### src/rtl/bus_arbiter_pkg.sv
// Shared definitions for the bus arbiter: FSM state encodings and the slave bus width.
package bus_arbiter_pkg;

  localparam int BUS_W = 32;

  typedef enum logic [1:0] {
    ST_IDLE = 2'd0,
    ST_XFER = 2'd1,
    ST_ACK  = 2'd2,
    ST_HOLD = 2'd3
  } state_t;

endpackage

### src/rtl/bus_arbiter_rr_picker.sv
// Combinational round-robin priority encoder: first asserted request at or after ptr.
module rr_picker #(
  parameter int N_MASTER = 2,
  parameter int OWN_W    = 1
) (
  input  logic [N_MASTER-1:0] req,
  input  logic [OWN_W-1:0]    ptr,
  output logic                valid,
  output logic [OWN_W-1:0]    idx
);

  // Scan from the farthest candidate back to ptr so the closest request wins.
  always_comb begin
    valid = 1'b0;
    idx   = '0;
    for (int k = N_MASTER - 1; k >= 0; k--) begin
      if (req[(int'(ptr) + k) % N_MASTER]) begin
        valid = 1'b1;
        idx   = OWN_W'((int'(ptr) + k) % N_MASTER);
      end
    end
  end

endmodule

### src/rtl/bus_arbiter.sv
// Round-robin arbiter sharing one slave bus port between N masters, with optional
// bounded bus locking and a registered acknowledge carrying captured read data.
module bus_arbiter
  import bus_arbiter_pkg::*;
#(
  parameter  int N_MASTER = 2,
  parameter  int MAX_HOLD = 16,
  localparam int OWN_W    = ($clog2(N_MASTER) > 1) ? $clog2(N_MASTER) : 1
) (
  input  logic                      clk,
  input  logic                      rst,
  input  logic [N_MASTER-1:0]       m_req,
  input  logic [N_MASTER-1:0]       m_lock,
  input  logic [BUS_W*N_MASTER-1:0] m_addr,
  input  logic [N_MASTER-1:0]       m_wen,
  input  logic [BUS_W*N_MASTER-1:0] m_wdata,
  output logic [N_MASTER-1:0]       m_gnt,
  output logic [N_MASTER-1:0]       m_ack,
  output logic [BUS_W-1:0]          m_rdata,
  output logic [BUS_W-1:0]          s_addr,
  output logic                      s_wen,
  output logic [BUS_W-1:0]          s_wdata,
  input  logic [BUS_W-1:0]          s_rdata,
  output logic [OWN_W-1:0]          owner,
  output logic                      busy
);

  localparam int HC_W = $clog2(MAX_HOLD + 1);

  state_t              r_state;
  state_t              w_state_nxt;
  logic [OWN_W-1:0]    r_owner;
  logic [OWN_W-1:0]    r_rr_ptr;
  logic [OWN_W-1:0]    w_pick_idx;
  logic [OWN_W-1:0]    w_ptr_inc;
  logic                w_pick_valid;
  logic [HC_W-1:0]     r_hold_cnt;
  logic                w_hold_lim;
  logic [N_MASTER-1:0] r_ack;
  logic [N_MASTER-1:0] w_owner_oh;
  logic [BUS_W-1:0]    r_rdata;
  logic [BUS_W-1:0]    w_addr;
  logic [BUS_W-1:0]    w_wdata;
  logic                w_wen;
  logic                w_own_req;
  logic                w_own_lock;
  logic                w_xfer;

  rr_picker #(
    .N_MASTER (N_MASTER),
    .OWN_W    (OWN_W)
  ) u_rr_picker (
    .req   (m_req),
    .ptr   (r_rr_ptr),
    .valid (w_pick_valid),
    .idx   (w_pick_idx)
  );

  // Select the owner's request fields; the one-hot form doubles as grant/ack vector.
  always_comb begin
    w_addr     = '0;
    w_wdata    = '0;
    w_wen      = 1'b0;
    w_owner_oh = '0;
    for (int k = 0; k < N_MASTER; k++) begin
      if (r_owner == OWN_W'(k)) begin
        w_addr        = m_addr[k*BUS_W +: BUS_W];
        w_wdata       = m_wdata[k*BUS_W +: BUS_W];
        w_wen         = m_wen[k];
        w_owner_oh[k] = 1'b1;
      end
    end
  end

  assign w_own_req  = |(m_req & w_owner_oh);
  assign w_own_lock = |(m_lock & w_owner_oh);
  assign w_hold_lim = (r_hold_cnt >= HC_W'(MAX_HOLD));
  assign w_ptr_inc  = (r_owner == OWN_W'(N_MASTER - 1)) ? '0 : r_owner + 1'b1;
  assign w_xfer     = (r_state == ST_XFER);

  assign s_addr  = w_xfer ? w_addr  : '0;
  assign s_wdata = w_xfer ? w_wdata : '0;
  assign s_wen   = w_wen & w_xfer & ~rst;
  assign m_gnt   = (r_state != ST_IDLE) ? w_owner_oh : '0;
  assign m_ack   = r_ack;
  assign m_rdata = r_rdata;
  assign owner   = r_owner;
  assign busy    = (r_state != ST_IDLE);

  // Release is checked before a new locked request so the hold limit is never exceeded.
  always_comb begin
    w_state_nxt = r_state;
    case (r_state)
      ST_IDLE: if (w_pick_valid) w_state_nxt = ST_XFER;
      ST_XFER: w_state_nxt = ST_ACK;
      ST_ACK:  w_state_nxt = (w_own_lock && !w_hold_lim) ? ST_HOLD : ST_IDLE;
      ST_HOLD: begin
        if (!w_own_lock || w_hold_lim) w_state_nxt = ST_IDLE;
        else if (w_own_req)            w_state_nxt = ST_XFER;
      end
      default: w_state_nxt = ST_IDLE;
    endcase
  end

  always_ff @(posedge clk) begin
    if (rst) begin
      r_state    <= ST_IDLE;
      r_owner    <= '0;
      r_rr_ptr   <= '0;
      r_hold_cnt <= '0;
      r_ack      <= '0;
      r_rdata    <= '0;
    end else begin
      r_state <= w_state_nxt;
      r_ack   <= w_xfer ? w_owner_oh : '0;
      if (w_xfer) r_rdata <= s_rdata;
      if (r_state == ST_IDLE) begin
        if (w_pick_valid) begin
          r_owner    <= w_pick_idx;
          r_hold_cnt <= '0;
        end
      end else begin
        if (!w_hold_lim) r_hold_cnt <= r_hold_cnt + 1'b1;
        if (w_state_nxt == ST_IDLE) begin
          r_rr_ptr <= w_ptr_inc;
          r_owner  <= '0;
        end
      end
    end
  end

endmodule

### config.mk
export PLATFORM = sky130hd
export DESIGN_NAME = bus_arbiter
export DESIGN_NICKNAME = d
export VERILOG_FILES = /design/src/rtl/bus_arbiter_pkg.sv /design/src/rtl/bus_arbiter_rr_picker.sv /design/src/rtl/bus_arbiter.sv
export SDC_FILE = /design/constraint.sdc
export NUM_CORES = 1
export LEC_CHECK = 0
export CAP_MARGIN = 20
export CORE_AREA = 5 5 103 105
export DETAILED_ROUTE_END_ITERATION = 8
export DIE_AREA = 0 0 108 110
export HOLD_SLACK_MARGIN = 0.08
export PLACE_DENSITY_LB_ADDON = 0.1
export REMOVE_ABC_BUFFERS = 1
export SYNTH_ARGS = -nofsm -noshare
export SYNTH_HDL_FRONTEND = slang
export SYNTH_HIERARCHICAL = 1
export SYNTH_SLANG_ARGS = --single-unit
### constraint.sdc
create_clock -name clk -period 3.72 [get_ports clk]
set_clock_uncertainty 0.15 [all_clocks]
set_input_delay 1.116 -clock clk [delete_from_list [all_inputs] [get_ports clk]]
set_output_delay 1.116 -clock clk [all_outputs]
set_load 0.01 [all_outputs]
==> flow_summary.json, run 1 <==
{
  "outcome": "complete, no violations",
  "final_area_sq_mm": 0.00557,
  "worstRegToRegCells": 4,
  "ys_top_cells_by_area": "dfxtp_1, mux2i_1, nor2_1",
  "dp.cells": 734,
  "crit_top_cell": "clkdlybuf4s50_1",
  "synth-compound-area-share_pct": 10.1,
  "grt_pass1_wl_microns": 19600,
  "min_period_ps": 3720,
  "rsz0062_at_grt": "no",
  "place_area_sq_mm": 0.00547,
  "grt_pass1_vias": 3383,
  "synthArstFlopShare_pct": 0,
  "p_leak_nw": 1.97,
  "start_kind": "input port",
  "synth.avg_cell_area_sq_um": 7.63,
  "die_h_microns": 110,
  "timing.rr.end": "m_rdata[6]$_SDFFE_PP0N_",
  "fin_ws_ps": 1.29,
  "clk_path_buf_depth": 2,
  "regArea_sq_um": 865,
  "grtUsageTotal_pct": 21.3,
  "clk_latency_ps": 290,
  "tritoncts": "done",
  "synth_top_area_share_pct": 32.3,
  "hp-start": "m_rdata[1]$_SDFFE_PP0N_",
  "power_frac_seq_pct": 33.4,
  "rrSetupSlack_ps": 1890,
  "yosys.area.top_type": "dfxtp_1",
  "synth_top_family_by_area": "multiplexers",
  "cp.arrival_ps": 2450,
  "slew_headroom_pct": 68.3,
  "cp.required_ps": 2450,
  "synth-main-ff-cell": "dfxtp_1",
  "yosysSeqAreaShare_pct": 32.3,
  "hold-path-cell-count": 2,
  "synth_xor_area_share_pct": 0,
  "drive_gt1_share_pct": 4.77,
  "first_pass_iters": 6,
  "place_worst_setup_slack_ps": -18.5,
  "clock_sinks": 43,
  "synth_adder_area_share_pct": 0.470,
  "overflow": 0,
  "post_cts_buffers": 0,
  "synth.ff_latch_count": 43,
  "worst_slew_pin_slew_ps": 476,
  "p_clk_share_pct": 18.7,
  "hold_path.class": "flip-flop to flip-flop",
  "cap_violations": 0,
  "grt_max_degree": 46,
  "cts_root_buf": "clkbuf_8",
  "ys_types": 35,
  "multi_input_area_sq_mm": 0.00161,
  "vias_per_cell": 4.57,
  "synth-edff-count": 0,
  "synth_area_sq_mm": 0.00266,
  "drtAntennaViolNets": 0,
  "pwr_density_cell_mw_per_mm2": 284,
  "ctsHtreeMaxLevel": 2,
  "synth-simple-area-share_pct": 24.1,
  "netSwitchingFraction_pct": 31.5,
  "dieArea_sq_mm": 0.0119,
  "coreArea_sq_mm": 0.00955,
  "cp_slowest_cell": "clkdlybuf4s50_1",
  "drt-total-wl_microns": 13700,
  "drt_iter0_markers": 181,
  "fin_nets": 777,
  "io_buffers": 270,
  "pin_count": 271,
  "antenna_cells": 0,
  "cp-end-kind": "output port",
  "critPathKind": "input port to output port",
  "hold_violations": 0,
  "pwr-share-comb_pct": 47.9,
  "fin_cells": 741,
  "syn_inst": 349,
  "yosysWarnings": 6,
  "fin_hold_ws_ps": 305,
  "route.detailed.drc": 0,
  "initial_core_util_pct": 27.9,
  "setup_viol": 0,
  "numCtsBuffers": 5,
  "final_cell_mix": "clkdlybuf4s50_1, nand2_1, nor2_1, mux2i_1, dfxtp_1",
  "final_common_cell": "clkdlybuf4s50_1",
  "die_w_microns": 108,
  "p_int_w": 0.00108,
  "post_drt_wl_per_cell_microns": 18.5,
  "nFillCells": 849,
  "r2r-start": "r_state[1]$_SDFF_PP0_",
  "drv_slew": 0,
  "power.total_w": 0.00158,
  "syn_to_final_growth_pct": 109,
  "max_freq_ghz": 0.269,
  "gp_congestion": 0.837,
  "ir_worst_vdd_v": 0.000301,
  "cts_hold_buf": 0,
  "row_count": 36,
  "cp_max_fo": 1,
  "synth.area.mux_share_pct": 25.2,
  "min_to": "m_rdata[1]$_SDFFE_PP0N_",
  "vias": 3386,
  "post-route-period-util_pct": 100,
  "p_switching_w": 0.000499,
  "clkTransAtPathRegs_ps": 80,
  "cp_cell_sequence": "clkdlybuf4s50_1, mux2i_1, nor2_1, clkdlybuf4s50_1",
  "critPathMaxStageDelay_ps": 530,
  "antenna_found_initial": 0,
  "dp_hpwl_microns": 11300
}
==> worst max-delay path: cells and delay by family <==
family                 cells  cell delay, ps
buffers and inverters      2             930
multiplexers               1             330
AND/OR/NAND/NOR            1              80
==> cells by family after synthesis <==
family | Yosys count
buffers and inverters | 34
flip-flops | 43
AND/OR/NAND/NOR | 155
AO/OA/AOI/OAI | 49
adder cells (fa/ha/maj) | 1
multiplexers | 67
==> routing by layer <==
| metal | share of wire, % | vias to the layer above | global-route usage (%) | routed length, microns |
|---|---|---|---|---|
| met5 | 0 | - | 0 | 0 |
| met4 | 2.0 | 0 | 5.32 | 278 |
| met3 | 11 | 16 | 8.62 | 1500 |
| met2 | 47 | 149 | 35.9 | 6480 |
| met1 | 40 | 1547 | 25.3 | 5420 |
| li1 | - | 1674 | - | - |
==> power groups by stage <==
stage,clock network (W),registers (W),logic (W)
2_1_floorplan,0,0.000566,0.000249
3_3_place_gp,0,0.000537,0.000753
3_5_place_dp,0,0.000539,0.000759
4_1_cts,0.000305,0.000529,0.000764
5_1_grt,0.000325,0.000535,0.000812
6_report,0.000296,0.000529,0.000757
==> worst max-delay path by stage <==
stage / start / to / slack [ps] / cells after the start
after floorplan: owner$_SDFFE_PP0P_ / s_wen / -610 / 2
after global placement: m_addr[43] / s_addr[11] / -10 / 4
after detailed placement: m_addr[43] / s_addr[11] / -20 / 4
after CTS: m_addr[11] / s_addr[11] / 4 / 4
after global routing: m_addr[60] / s_addr[28] / 3 / 4
final: m_addr[60] / s_addr[28] / 1 / 4
==> per-stage QoR <==
stage / util [%] / TNS (ps)
2_1_floorplan: - / -34580
3_3_place_gp: 57.3 / -14.1
3_5_place_dp: 57.3 / -18.5
4_1_cts: 58.2 / 0
5_1_grt: 58.3 / 0
6_report: 58.3 / 0
==> cell type report <==
class                   instances  area share (%)
repair buffers                282            50.7
multi-input cells             272            29.0
flip-flops and latches         43            15.5
well taps                     133            2.99
clock buffers                   6            1.48
inverters                       4           0.270
clock inverters                 1          0.0899
==> Yosys cell counts (2+ instances only) <==
cell and count:
nand2b_1 4, buf_2 13, inv_1 4, o21ai_0 2, or3_1 2, buf_6 5, a21oi_1 38, nand2_1 66
mux2i_1 66, clkbuf_1 5, nand3_1 3, buf_4 7, dfxtp_1 43, nor3_1 3, nor2b_1 2, nor2_1 67
==> registers in the layout (all words and copies together) (netlist names) <==
register,flops
m_ack,2
r_rr_ptr,1
r_state,2
owner,1
r_hold_cnt,5
m_rdata,32
==> timing repair <==
item / in CTS / in global routing
resized for setup: 1 / 4
pin swaps: 1 / 0
hold endpoints to repair: 0 / 0
endpoints found under the setup margin: 1 / 4
Note: power is estimated with default switching activity, not from simulation.
==> inputs of run 2 (changes only) <==
==> constraint.sdc (replaced) <==
create_clock -name clk -period 3.72 [get_ports clk]
set_clock_uncertainty 0.15 [all_clocks]
set_input_delay 0.372 -clock clk [delete_from_list [all_inputs] [get_ports clk]]
set_output_delay 0.372 -clock clk [all_outputs]
set_load 0.01 [all_outputs]
==> run 2 against run 1 <==
Against the previous run: clock-buffer cell count stayed put; total power decreased by 1.7%; via count is 0.65% lower; combinational power is 4.1% lower; non-clock buffer count shrank 8; first-iteration DRC count is 2.8% higher; critical path depth down 1; core utilization is 0.93 points lower.
==> flow_summary.json, run 2 (synthesized netlist as in run 1, its figures left out) <==
{
  "fin_ws_ps": 915,
  "hold-path-cell-count": 2,
  "setup_viol": 0,
  "nFillCells": 900,
  "critPathMaxStageDelay_ps": 730,
  "io_buffers": 270,
  "first_pass_iters": 4,
  "max_freq_ghz": 0.357,
  "multi_input_area_sq_mm": 0.00160,
  "cp_slowest_cell": "nand2b_4",
  "initial_core_util_pct": 27.9,
  "grtUsageTotal_pct": 20.6,
  "cp.arrival_ps": 2280,
  "critPathKind": "flip-flop to output port",
  "power.total_w": 0.00155,
  "gp_congestion": 0.767,
  "overflow": 0,
  "clk_latency_ps": 290,
  "final_cell_mix": "clkdlybuf4s50_1, nor2_1, mux2i_1, nand2_1, dfxtp_1",
  "place_worst_setup_slack_ps": 1220,
  "row_count": 36,
  "coreArea_sq_mm": 0.00955,
  "final_common_cell": "clkdlybuf4s50_1",
  "hold_violations": 0,
  "pin_count": 271,
  "die_w_microns": 108,
  "slew_headroom_pct": 44.8,
  "rsz0062_at_grt": "no",
  "post_drt_wl_per_cell_microns": 18.5,
  "cp_max_fo": 76,
  "drt_iter0_markers": 186,
  "route.detailed.drc": 0,
  "regArea_sq_um": 865,
  "grt_pass1_wl_microns": 18900,
  "drtAntennaViolNets": 0,
  "clk_path_buf_depth": 2,
  "hold_path.class": "flip-flop to flip-flop",
  "antenna_cells": 0,
  "start_kind": "flip-flop",
  "cp_cell_sequence": "nand2b_4, nor2_1, clkdlybuf4s50_1",
  "drt-total-wl_microns": 13600,
  "cap_violations": 0,
  "cp.required_ps": 3200,
  "cp-end-kind": "output port",
  "p_leak_nw": 1.89,
  "grt_pass1_vias": 3244,
  "drive_gt1_share_pct": 3.00,
  "place_area_sq_mm": 0.00540,
  "min_period_ps": 2800,
  "numCtsBuffers": 5,
  "min_to": "m_rdata[1]$_SDFFE_PP0N_",
  "tns_ps": 0,
  "clock_sinks": 43,
  "worst_slew_pin_slew_ps": 828,
  "ctsResizeCount": 0,
  "r2r-start": "r_state[1]$_SDFF_PP0_",
  "vias": 3364,
  "post-route-period-util_pct": 75.4,
  "ctsHtreeMaxLevel": 2,
  "rrSetupSlack_ps": 1560,
  "ir_worst_vdd_v": 0.000194,
  "worstRegToRegCells": 4,
  "tritoncts": "done",
  "timing.rr.end": "m_rdata[10]$_SDFFE_PP0N_",
  "fin_nets": 769,
  "largest_reg_flops": 32,
  "final_area_sq_mm": 0.00548,
  "antenna_found_initial": 0,
  "hp-start": "m_rdata[1]$_SDFFE_PP0N_",
  "dp_hpwl_microns": 10800,
  "dieArea_sq_mm": 0.0119,
  "cts_hold_buf": 0,
  "vias_per_cell": 4.58,
  "die_h_microns": 110,
  "clkTransAtPathRegs_ps": 80,
  "outcome": "complete, no violations",
  "post_cts_buffers": 0,
  "grt_max_degree": 77,
  "pwr_density_cell_mw_per_mm2": 283,
  "drv_slew": 0,
  "cts_root_buf": "clkbuf_8",
  "syn_to_final_growth_pct": 106
}
## run 2: metal layers
layer / share of wire, % / wire length, microns / up-vias / track usage [%]
met5: 0 / 0 / - / 0
met4: 2.6 / 349 / 0 / 5.50
met3: 11 / 1560 / 20 / 8.50
met2: 48 / 6460 / 174 / 34.5
met1: 38 / 5210 / 1504 / 24.3
li1: - / - / 1666 / -
## run 2: layout make-up
| type | count | share of cell area [%] |
|---|---|---|
| clock buffer | 6 | 1.32 |
| tap | 133 | 3.04 |
| sequential | 43 | 15.8 |
| timing repair buffer | 274 | 50.1 |
| inverter | 4 | 0.274 |
| multi-input combinational | 272 | 29.3 |
| clock inverter | 2 | 0.228 |
## run 2: critical path: cells and delay by family, from the launching register on
family	cells	cell delay (ps)
flip-flops	1	520
buffers and inverters	1	560
AND/OR/NAND/NOR	2	880
## run 2: report_power, final
part           internal (W)  switching [W]  total, W
registers          0.000499      0.0000403  0.000539
clock network      0.000131       0.000157  0.000288
logic              0.000424       0.000302  0.000726
## run 2: how the worst max path moves through the flow
stage / from / endpoint / slack (ps) / depth (start not counted)
6_report: r_state[1]$_SDFF_PP0_ / s_addr[11] / 920 / 3
5_1_grt: r_state[1]$_SDFF_PP0_ / s_addr[11] / 730 / 3
4_1_cts: r_state[1]$_SDFF_PP0_ / s_addr[11] / 880 / 3
3_5_place_dp: r_state[1]$_SDFF_PP0_ / s_addr[11] / 1220 / 3
3_3_place_gp: r_state[1]$_SDFF_PP0_ / s_addr[11] / 1230 / 3
2_1_floorplan: owner$_SDFFE_PP0P_ / s_wen / 140 / 2
## run 2: metrics by stage
step	utilization (%)	instances	hold slack, ps
after floorplan	-	319	291
final	57.4	734	306
after global placement	56.5	726	291
after global routing	57.4	734	323
after detailed placement	56.5	726	299
after CTS	57.4	734	309
